$ cat config.mk
export PLATFORM = sky130hd
export DESIGN_NAME = frame_proc_scheduler
export DESIGN_NICKNAME = d
export VERILOG_FILES = /design/src/rtl/frame_proc_scheduler.sv
export SDC_FILE = /design/constraint.sdc
export NUM_CORES = 1
export LEC_CHECK = 0
export BUFFER_PORTS_ARGS = -buffer_cell sky130_fd_sc_hd__buf_2
export CORE_MARGIN = 4
export CORE_UTILIZATION = 61
export DETAILED_ROUTE_END_ITERATION = 10
export HOLD_SLACK_MARGIN = 0.12
export PLACE_DENSITY = 0.92
export REMOVE_ABC_BUFFERS = 1
export SYNTH_ARGS = -nofsm -noshare
export SYNTH_HDL_FRONTEND = slang
export SYNTH_SLANG_ARGS = --single-unit
$ cat constraint.sdc
create_clock -name i_clk -period 5.3 [get_ports i_clk]
set_input_delay 0.53 -clock i_clk [delete_from_list [all_inputs] [get_ports i_clk]]
set_output_delay 0.53 -clock i_clk [all_outputs]
set_load 0.1 [all_outputs]
$ cat src/rtl/frame_proc_scheduler.sv
// Frame-level sequencer for the camera pipeline: aligns work to VSYNC and the
// CCD-active level, then runs grayscale -> blob detection -> result publish,
// with frame decimation, per-stage timeouts, drop counting and overlay enable.
module frame_proc_scheduler #(
    parameter int unsigned TIMEOUT_CYCLES = 1_000_000,
    parameter int unsigned DECIM          = 1,
    parameter int unsigned FRAME_CNT_W    = 16
) (
    input  logic                   i_clk,
    input  logic                   i_rst,
    input  logic                   i_enable,
    input  logic                   i_vsync,
    input  logic                   i_ccd_valid,
    input  logic                   i_gray_done,
    input  logic                   i_blob_done,
    output logic                   o_gray_start,
    output logic                   o_gray_busy,
    output logic                   o_blob_start,
    output logic                   o_blob_busy,
    output logic                   o_result_latch,
    output logic                   o_overlay_en,
    output logic [FRAME_CNT_W-1:0] o_frame_cnt,
    output logic [7:0]             o_drop_cnt,
    output logic                   o_timeout
);

    localparam int unsigned TO_W    = $clog2(TIMEOUT_CYCLES);
    localparam int unsigned DECIM_W = (DECIM > 1) ? $clog2(DECIM) : 1;
    localparam int unsigned DROP_W  = 8;

    localparam logic [TO_W-1:0]    TO_LAST    = TO_W'(TIMEOUT_CYCLES - 1);
    localparam logic [DECIM_W-1:0] DECIM_LAST = DECIM_W'(DECIM - 1);
    localparam logic [DROP_W-1:0]  DROP_MAX   = '1;

    typedef enum logic [2:0] {
        S_IDLE       = 3'd0,
        S_WAIT_FRAME = 3'd1,
        S_GRAY_RUN   = 3'd2,
        S_BLOB_ARM   = 3'd3,
        S_BLOB_RUN   = 3'd4,
        S_PUBLISH    = 3'd5
    } state_t;

    state_t                 state_q;
    state_t                 state_d;
    logic                   vsync_q;
    logic                   vs_edge;
    logic                   in_run;
    logic [DECIM_W-1:0]     decim_q;
    logic [DECIM_W-1:0]     decim_d;
    logic [TO_W-1:0]        to_cnt_q;
    logic [TO_W-1:0]        to_cnt_d;
    logic                   gray_start_d;
    logic                   gray_busy_d;
    logic                   blob_start_d;
    logic                   blob_busy_d;
    logic                   result_latch_d;
    logic                   overlay_en_d;
    logic                   timeout_d;
    logic [FRAME_CNT_W-1:0] frame_cnt_d;
    logic [DROP_W-1:0]      drop_cnt_d;

    assign vs_edge = i_vsync & ~vsync_q;
    assign in_run  = (state_q == S_GRAY_RUN) || (state_q == S_BLOB_RUN);

    // Next-state, counter and output decode; disable overrides everything but reset.
    always_comb begin
        state_d        = state_q;
        decim_d        = decim_q;
        to_cnt_d       = to_cnt_q;
        gray_start_d   = 1'b0;
        blob_start_d   = 1'b0;
        result_latch_d = 1'b0;
        overlay_en_d   = o_overlay_en;
        timeout_d      = o_timeout;
        frame_cnt_d    = o_frame_cnt;
        drop_cnt_d     = o_drop_cnt;

        if (!i_enable) begin
            state_d      = S_IDLE;
            overlay_en_d = 1'b0;
            timeout_d    = 1'b0;
        end else begin
            if (vs_edge && in_run && (o_drop_cnt != DROP_MAX)) begin
                drop_cnt_d = o_drop_cnt + DROP_W'(1);
            end

            case (state_q)
                S_IDLE: begin
                    state_d = S_WAIT_FRAME;
                end
                S_WAIT_FRAME: begin
                    if (vs_edge && i_ccd_valid) begin
                        if (decim_q == '0) begin
                            state_d      = S_GRAY_RUN;
                            gray_start_d = 1'b1;
                            to_cnt_d     = '0;
                        end
                        decim_d = (decim_q == DECIM_LAST) ? '0 : decim_q + DECIM_W'(1);
                    end
                end
                S_GRAY_RUN: begin
                    if (i_gray_done) begin
                        state_d = S_BLOB_ARM;
                    end else if (to_cnt_q == TO_LAST) begin
                        state_d      = S_WAIT_FRAME;
                        timeout_d    = 1'b1;
                        overlay_en_d = 1'b0;
                    end else begin
                        to_cnt_d = to_cnt_q + TO_W'(1);
                    end
                end
                S_BLOB_ARM: begin
                    if (vs_edge) begin
                        state_d      = S_BLOB_RUN;
                        blob_start_d = 1'b1;
                        to_cnt_d     = '0;
                    end
                end
                S_BLOB_RUN: begin
                    if (i_blob_done) begin
                        state_d        = S_PUBLISH;
                        result_latch_d = 1'b1;
                        overlay_en_d   = 1'b1;
                        frame_cnt_d    = o_frame_cnt + FRAME_CNT_W'(1);
                    end else if (to_cnt_q == TO_LAST) begin
                        state_d      = S_WAIT_FRAME;
                        timeout_d    = 1'b1;
                        overlay_en_d = 1'b0;
                    end else begin
                        to_cnt_d = to_cnt_q + TO_W'(1);
                    end
                end
                S_PUBLISH: begin
                    state_d = S_WAIT_FRAME;
                end
                default: begin
                    state_d = S_IDLE;
                end
            endcase
        end

        gray_busy_d = (state_d == S_GRAY_RUN);
        blob_busy_d = (state_d == S_BLOB_RUN);
    end

    // State register.
    always_ff @(posedge i_clk) begin
        if (i_rst) begin
            state_q <= S_IDLE;
        end else begin
            state_q <= state_d;
        end
    end

    // Edge detector, stage counters and registered outputs.
    always_ff @(posedge i_clk) begin
        if (i_rst) begin
            vsync_q        <= 1'b0;
            decim_q        <= '0;
            to_cnt_q       <= '0;
            o_gray_start   <= 1'b0;
            o_gray_busy    <= 1'b0;
            o_blob_start   <= 1'b0;
            o_blob_busy    <= 1'b0;
            o_result_latch <= 1'b0;
            o_overlay_en   <= 1'b0;
            o_timeout      <= 1'b0;
            o_frame_cnt    <= '0;
            o_drop_cnt     <= '0;
        end else begin
            vsync_q        <= i_vsync;
            decim_q        <= decim_d;
            to_cnt_q       <= to_cnt_d;
            o_gray_start   <= gray_start_d;
            o_gray_busy    <= gray_busy_d;
            o_blob_start   <= blob_start_d;
            o_blob_busy    <= blob_busy_d;
            o_result_latch <= result_latch_d;
            o_overlay_en   <= overlay_en_d;
            o_timeout      <= timeout_d;
            o_frame_cnt    <= frame_cnt_d;
            o_drop_cnt     <= drop_cnt_d;
        end
    end

endmodule
# Yosys cells after proc, flatten, opt, wreduce, memory -nomap -nowiden
# Cells that the tools add are included.
totals:
  input_bits: 7
  regBits: 56
  out_inout_bits: 31
op_classes:
  bitwise: 7
  n_eq_ne: 14
  muxes: 27
  n_reduce_logical: 18
  n_addsub: 4
op_table:
  columns: ["cell", "n"]
  rows:
  - ["20-bit two-way mux", 6]
  - ["20-bit one-hot mux with 4 select lines", 1]
  - ["3-bit two-way mux", 7]
  - ["20-bit by 1-bit adder with 20-bit output, second input constant", 1]
  - ["20-bit equality test, second input constant", 1]
  - ["16-bit by 1-bit adder with 16-bit output, second input constant", 1]
  - ["3-bit one-hot mux with 5 select lines", 1]
  - ["1-bit two-way mux", 10]
  - ["2-bit inequality test, second input constant", 5]
  - ["3-bit by 2-bit equality test with 1-bit output, second input constant", 3]
  - ["3-bit equality test, second input constant", 3]
  - ["3-bit AND reduction", 3]
  - ["8-bit by 1-bit adder with 8-bit output, second input constant", 1]
  - ["8-bit inequality test, second input constant", 1]
  - ["7-bit AND reduction", 1]
  - ["1-bit NOT", 6]
  - ["3-bit OR reduction", 2]
  - ["1-bit one-hot mux with 2 select lines", 2]
  - ["2-bit AND reduction", 2]
  - ["4-bit nonzero test", 1]
  - ["2-bit OR reduction", 2]
  - ["4-bit OR reduction", 1]
  - ["3-bit by 1-bit equality test with 1-bit output, second input constant", 1]
  - ["1-bit logical AND", 3]
  - ["other kinds (5)", 5]

# Logic depth before layout (Yosys ltp)
# Gate-level depths: netlist of run 1.
depth:
  ltp_word: 7
  ltp_mapped: 8
  ltp_nobuf: 6

# Least setup slack after synthesis of run 1
# Ideal clock, no wire load.
synth_timing:
  kind: "reg-to-reg"
  start: "reg o_frame_cnt[0]"
  end: "reg o_frame_cnt[14]"
  t_arrival_ps: 2394
  setup_time_ps: 70
  path_slack_ps: 2835
  path_stages_with_launch: 7
  n_path_buf: 1
  t_required_ps: 5230
  cell_sequence: "dfxtp_1 ha_1 and3_1 or3b_1 buf_2 or3_1 a21oi_1"
synth_between:
  elab_chain_cells: 1
synth_rtl:
  columns: ["item", "line_no", "rtl"]
  rows:
  - ["start: declaration", "22", "output logic [FRAME_CNT_W-1:0] o_frame_cnt,"]
  - ["start signal: assignment", "182", "o_frame_cnt <= frame_cnt_d;"]
  - ["16-bit by 1-bit adder with 16-bit output", "125", "frame_cnt_d = o_frame_cnt + FRAME_CNT_W'(1);"]
# No other way between the ends.
# A chain may end at the register's enable or synchronous reset.

# Worst setup path after layout of run 1
layout_timing:
  start: "reg state_q[1]"
  end: "reg to_cnt_q[18]"
layout_between:
  elab_chain_cells: 3
  word_cells_on_any_way: 12
  classes_between: "eq/ne (9); mux (1); reduce/logical (2)"
layout_rtl:
  columns: ["item", "line_no", "rtl"]
  rows:
  - ["start: declaration", "44", "state_t state_q;"]
  - ["start signal: assignment", "152", "state_q <= state_d;"]
  - ["3-bit by 1-bit equality test with 1-bit output, or another cell as far along", "88", "case (state_q)"]
  - ["2-bit inequality test (no line) or 4-bit nonzero test (tied branches)", null, null]
  - ["7-bit AND reduction (no line)", null, null]
  - ["end signal: assignment", "174", "to_cnt_q <= to_cnt_d;"]
  - ["end: declaration", "51", "logic [TO_W-1:0] to_cnt_q;"]
# Parallel ways exist; a longest one is shown, timed or not.

==> results of run 1 <==
-- cells by family (layout without fill, tap and decap cells) --
logic type,after synthesis,after routing,share of synthesized area
DFF,55,55,0.393
AOI/OAI and AO/OA,76,76,0.201
xor gates and xnor gates,16,16,0.0500
muxes,2,2,0.00714
and+or+nand+nor,143,143,0.295
adders and majority gates,3,3,0.0134
buffers and inverters,24,56,0.0406
-- per-layer routing --
layer,vias up,track usage,share of wire,routed length [µm]
met5,-,0,0,0
met4,0,0.0874,0.017,109
met3,11,0.0607,0.054,339
met2,73,0.380,0.50,3130
met1,1206,0.298,0.43,2690
li1,1257,-,-,-
-- power groups by stage --
stage | logic (W) | clock network (W) | registers [W]
after floorplan | 0.0000120 | 0 | 0.000426
after global placement | 0.0000237 | 0 | 0.000426
after detailed placement | 0.0000243 | 0 | 0.000426
after CTS | 0.0000246 | 0.000300 | 0.000416
after global routing | 0.0000271 | 0.000319 | 0.000417
final | 0.0000250 | 0.000298 | 0.000416
-- flip-flops by register name, summed over array words and instances, names as in the netlist --
| signal | count |
|---|---|
| state_q | 3 |
| o_gray_busy | 1 |
| o_frame_cnt | 16 |
| o_drop_cnt | 8 |
| o_result_latch | 1 |
| o_blob_start | 1 |
| to_cnt_q | 20 |
| o_blob_busy | 1 |
| o_timeout | 1 |
| o_gray_start | 1 |
| vsync_q | 1 |
| o_overlay_en | 1 |
-- how the worst min path moves through the flow --
stage	startpoint	to	slack [ps]	cells after the start
after floorplan	to_cnt_q[8]$_SDFFE_PP0P_	to_cnt_q[8]$_SDFFE_PP0P_	460	2
after global placement	o_overlay_en$_SDFFE_PP0P_	o_overlay_en$_SDFFE_PP0P_	470	1
after detailed placement	o_timeout$_SDFFE_PP0P_	o_timeout$_SDFFE_PP0P_	480	2
after CTS	i_vsync	vsync_q$_SDFF_PP0_	480	2
after global routing	i_vsync	vsync_q$_SDFF_PP0_	480	2
final	i_vsync	vsync_q$_SDFF_PP0_	480	2
-- placed cells by master (no fill, tap or decap), drive strengths merged, types with 2 or more instances in the layout --
cell	n
o31ai	12
nor4	5
buf	39
o21ba	3
nand2	14
a21oi	23
nor2	25
and3	10
o21a	2
xnor2	9
nor3	9
inv	11
nand4	12
a41o	2
nand2b	7
and2	4
xor2	7
nor4b	2
a2111oi	2
mux2i	2
o31a	3
ha	3
or4	12
nor2b	5
nand3	22
dfxtp	55
a21o	2
a211oi	3
clkbuf	5
or3	10
o21ai	16
-- metrics by stage --
step,instance area [µm²],worst slack (ps),cells
final,3110,2910,403
after global placement,2990,3050,395
after detailed placement,2990,2980,395
after floorplan,2720,2520,304
after CTS,3110,2950,403
after global routing,3110,2670,403
-- Yosys cell counts (3+ instances only) --
master    number
a211oi_1       3
a21oi_1       18
a21oi_2        5
and2_1         4
and3_1        10
buf_2          7
clkbuf_1       5
dfxtp_1       55
ha_1           3
inv_1          9
nand2_1       14
nand2b_1       7
nand3_1       22
nand4_1       12
nor2_1        25
nor2b_1        5
nor3_1         7
nor4_1         5
o21ai_0       15
o21ba_2        3
o31a_1         3
o31ai_1       11
or3_1         10
or4_1          7
or4_4          5
xnor2_1        9
xor2_1         7
-- worst max-delay path: stages, from the launching register on --
cell and delay (ps):
dfxtp_1 640, nand2b_1 210, a21o_1 240, nor3_2 510
buf_4 360, nor4_1 80, o21ba_2 220
-- layout make-up --
cell class	instances	area, µm²	area share
inverter	9	33.8	0.0109
multi-input combinational	240	1590	0.511
clock buffer	5	68.8	0.0221
sequential	55	1100	0.354
timing repair buffer	39	200	0.0644
clock inverter	3	50.0	0.0161
tap	52	65.1	0.0209
==> flow_summary.ini, run 1 <==
[outcome]
status = completed

[setup_path]
cp.arrival_ps = 2600
rr_worst_depth = 6
crit_fanout = 25
end_kind = flip-flop
r2r_slack_ps = 2910
required_ps = 5510
crit_type = reg2reg
reg2reg_from = state_q[1]$_SDFF_PP0_
endpoint = to_cnt_q[18]$_SDFFE_PP0P_
critPathLaunchType = flip-flop
r2r_end = to_cnt_q[18]$_SDFFE_PP0P_
crit_start = state_q[1]$_SDFF_PP0_

[finish]
areaGrowthSynthToFinish_pct = 10.8
fin_util = 0.704
antenna_cells = 0
drive_above_1_share = 0.194
final_nets = 360
nFillCells = 312

[hold_path]
hold_class = in2reg

[clock_network]
clk_latency_ps = 320
holdBufCountCts = 0
numCtsBuffers = 5
cts_root_buffer = clkbuf_8
cts_resized = 0
cts_tree = built
post_cts_buffers = 0
htree_levels = 2
clk_pin_slew_ps = 110
cts_num_sinks = 55
clock_path_buffers = 2

[die]
die_w_um = 75.8
die_h_um = 75.8
start_util = 0.635
die_area_mm2 = 0.00575
pin_count = 38
rows = 24
core_mm2 = 0.00441

[synth]
yosys_warnings = 0
synth.cell_area_mm2 = 0.00280
seq_area_frac_synth = 0.393
synth_cells = 319
ys_seq_elements = 55
synth.distinct_cells = 53
synth_area_leaders = dfxtp_1, nand3_1, nor2_1, a21oi_1, o31ai_1
synth-main-ff-cell = dfxtp_1
avgSynthCellArea_um2 = 8.79
synth_edf_count = 0
synth_top_cell_area_share = 0.393
netlist.top_cell.by_area = dfxtp_1
async_reset_ff_frac = 0

[drt]
drtAntennaViolNets = 0
wl_per_cell_um = 15.6
dr.pass1.iters = 4
drt_iter0_drc = 180
drc = 0
vias = 2547
vias_per_cell = 6.32
wl_um = 6270

[global_route]
overflow = 0
track_usage = 0.234
grt_pass1_wl_um = 10600
antenna_found_initial = 0
grt_max_degree = 37
grt_pass1_vias = 2349

[power_and_ir_drop]
netSwitchingFraction = 0.233
p_sw_w = 0.000172
cellPowerDensity_mw_per_mm2 = 238
power_frac_clock = 0.403
ir_drop_mv = 0.175
p_int_w = 0.000567
pwr-share-seq = 0.563
combPwrFrac = 0.034
finalPower_w = 0.000739
power_leakage_nw = 1.12

[sta]
tightest_slew_ps = 773
setup_viol = 0
maxSlewHeadroom = 0.483
tns_ps = 0
hold_ws_ps = 476
fin_crit_sh = 0.451
finalHoldViolations = 0
finClkSkew_ps = 13.5
fin_crit_ps = 2390
fmax_ghz = 0.419
final_max_slew_viol_count = 0
rsz0062_at_grt = false

[placement]
dp_hpwl_um = 4300
gp_congestion = 0.898
io_buffers = 37

[run]
cap_violations = 0
Power figures use the tool's default switching activity.
==> inputs of run 2 (changes only) <==
- CORE_UTILIZATION: 61 -> 57
- PLACE_DENSITY: 0.92 -> 0.87
- clock period: 5.3 -> 2.3 ns (I/O delays scaled with it)
==> run 2 against run 1 <==
Against the previous run: critical endpoint is now to_cnt_q[6]$_SDFFE_PP0P_; flip-flop and latch count stayed put; largest power group unchanged; global-route usage decreased by 2.1 points; clock skew decreased by 6.8 ps; sequential power up 130%; sequential share of layout area down 0.94 points; via count down 0.67%; register-to-register slack worse by 2800 ps; critical path type unchanged; combinational power grew to 2.7 times the previous value; clock-buffer cell count stayed put; highest routed layer unchanged; largest cell class unchanged.
==> flow_summary.ini, run 2 (synthesized netlist as in run 1, its figures left out) <==
[global_route]
grt_max_degree = 37
grt_pass1_wl_um = 10700
antenna_found_initial = 0
track_usage = 0.213
grt_pass1_vias = 2405
overflow = 0

[clock_network]
post_cts_buffers = 0
clk_pin_slew_ps = 100
cts_root_buffer = clkbuf_8
clk_latency_ps = 320
numCtsBuffers = 5
cts_num_sinks = 55
cts_resized = 0
holdBufCountCts = 0
htree_levels = 2
clock_path_buffers = 2
cts_tree = built

[die]
rows = 25
die_area_mm2 = 0.00611
die_w_um = 78.1
pin_count = 38
die_h_um = 78.1
start_util = 0.590
core_mm2 = 0.00475

[drt]
wl_um = 6280
drt_iter0_drc = 130
dr.pass1.iters = 4
drtAntennaViolNets = 0
vias_per_cell = 5.94
drc = 0
vias = 2530
wl_per_cell_um = 14.7

[finish]
final_common_cell = dfxtp_1
final_nets = 368
multiInputGateArea_mm2 = 0.00161
areaGrowthSynthToFinish_pct = 13.9
nFillCells = 407
reg_top3 = to_cnt_q (20), o_frame_cnt (16), o_drop_cnt (8)
antenna_cells = 0
largest_register_ffs = 20
largest_register = to_cnt_q
register_area_mm2 = 0.00110
final_cell_mix = dfxtp_1, buf_2, nor2_1
drive_above_1_share = 0.212

[sta]
rsz0062_at_grt = false
fmax_ghz = 0.460
finalHoldViolations = 0
finClkSkew_ps = 6.69
maxSlewHeadroom = 0.531
final_max_slew_viol_count = 0
setup_viol = 0
tns_ps = 0
fin_crit_ps = 2180
fin_crit_sh = 0.946
tightest_slew_ps = 704

[setup_path]
end_kind = flip-flop
crit_fanout = 18
crit_type = reg2reg
cp.arrival_ps = 2430
required_ps = 2560
critPathLaunchType = flip-flop
r2r_slack_ps = 120

[power_and_ir_drop]
cellPowerDensity_mw_per_mm2 = 531
finalPower_w = 0.00169
ir_drop_mv = 0.370
power_leakage_nw = 1.16

[hold_path]
hold_class = in2reg

[run]
cap_violations = 0

[placement]
dp_hpwl_um = 4340
gp_congestion = 0.851
io_buffers = 37

[outcome]
status = completed
[run 2: cell types whose count changed in the layout (fill, tap and decap cells not counted)]
| cell | previous run | this run |
|---|---|---|
| buf_4 | 2 | 9 |
| nor3_4 | 0 | 1 |
| o21ai_2 | 0 | 1 |
| inv_8 | 1 | 0 |
| clkinv_4 | 0 | 1 |
| a2111oi_0 | 1 | 0 |
| nor3_2 | 2 | 1 |
| a2111oi_1 | 0 | 1 |
[run 2: power breakdown]
group          internal [W]  switching [W]  total (W)
sequential         0.000954     0.00000212   0.000956
combinational     0.0000211      0.0000472  0.0000683
clock              0.000331       0.000339   0.000670
total               0.00131       0.000389    0.00169
[run 2: metal layers]
metal  GRT usage  vias up  share of wire
met5           0        -              0
met4      0.0839        0          0.016
met1       0.264     1174           0.46
met3      0.0390       10          0.047
met2       0.365       70           0.48
li1            -     1276              -
[run 2: final timing paths]
check	cells past startpoint	endpoint	start
max	5	to_cnt_q[6]$_SDFFE_PP0P_	state_q[2]$_SDFF_PP0_
min	2	vsync_q$_SDFF_PP0_	i_vsync
max reg2reg	5	to_cnt_q[6]$_SDFFE_PP0P_	state_q[2]$_SDFF_PP0_
min reg2reg	2	o_frame_cnt[14]$_SDFFE_PP0P_	o_frame_cnt[14]$_SDFFE_PP0P_
[run 2: metrics by stage]
stage / cell area, µm² / worst slack, ps / hold WS (ps) / utilization / instances
3_5_place_dp: 3060 / 195 / 481 / 0.644 / 417
6_report: 3190 / 124 / 150 / 0.672 / 426
2_1_floorplan: 2720 / -483 / 299 / - / 304
4_1_cts: 3180 / 165 / 145 / 0.668 / 425
5_1_grt: 3190 / 4.42 / 162 / 0.672 / 426
3_3_place_gp: 3060 / 285 / 472 / 0.644 / 417
[run 2: layout make-up]
class                      instances  area share
clock inverter                     3      0.0149
sequential                        55       0.345
multi-input combinational        241       0.503
clock buffer                       5      0.0216
timing repair buffer              46      0.0792
tap                               67      0.0263
inverter                           9      0.0106
[run 2: critical path, cell delays in order (launching register included)]
cell     delay [ps]
dfxtp_1         410
or4b_4          560
o31ai_4         120
o21ai_2         300
or4_1           570
a21oi_1         150
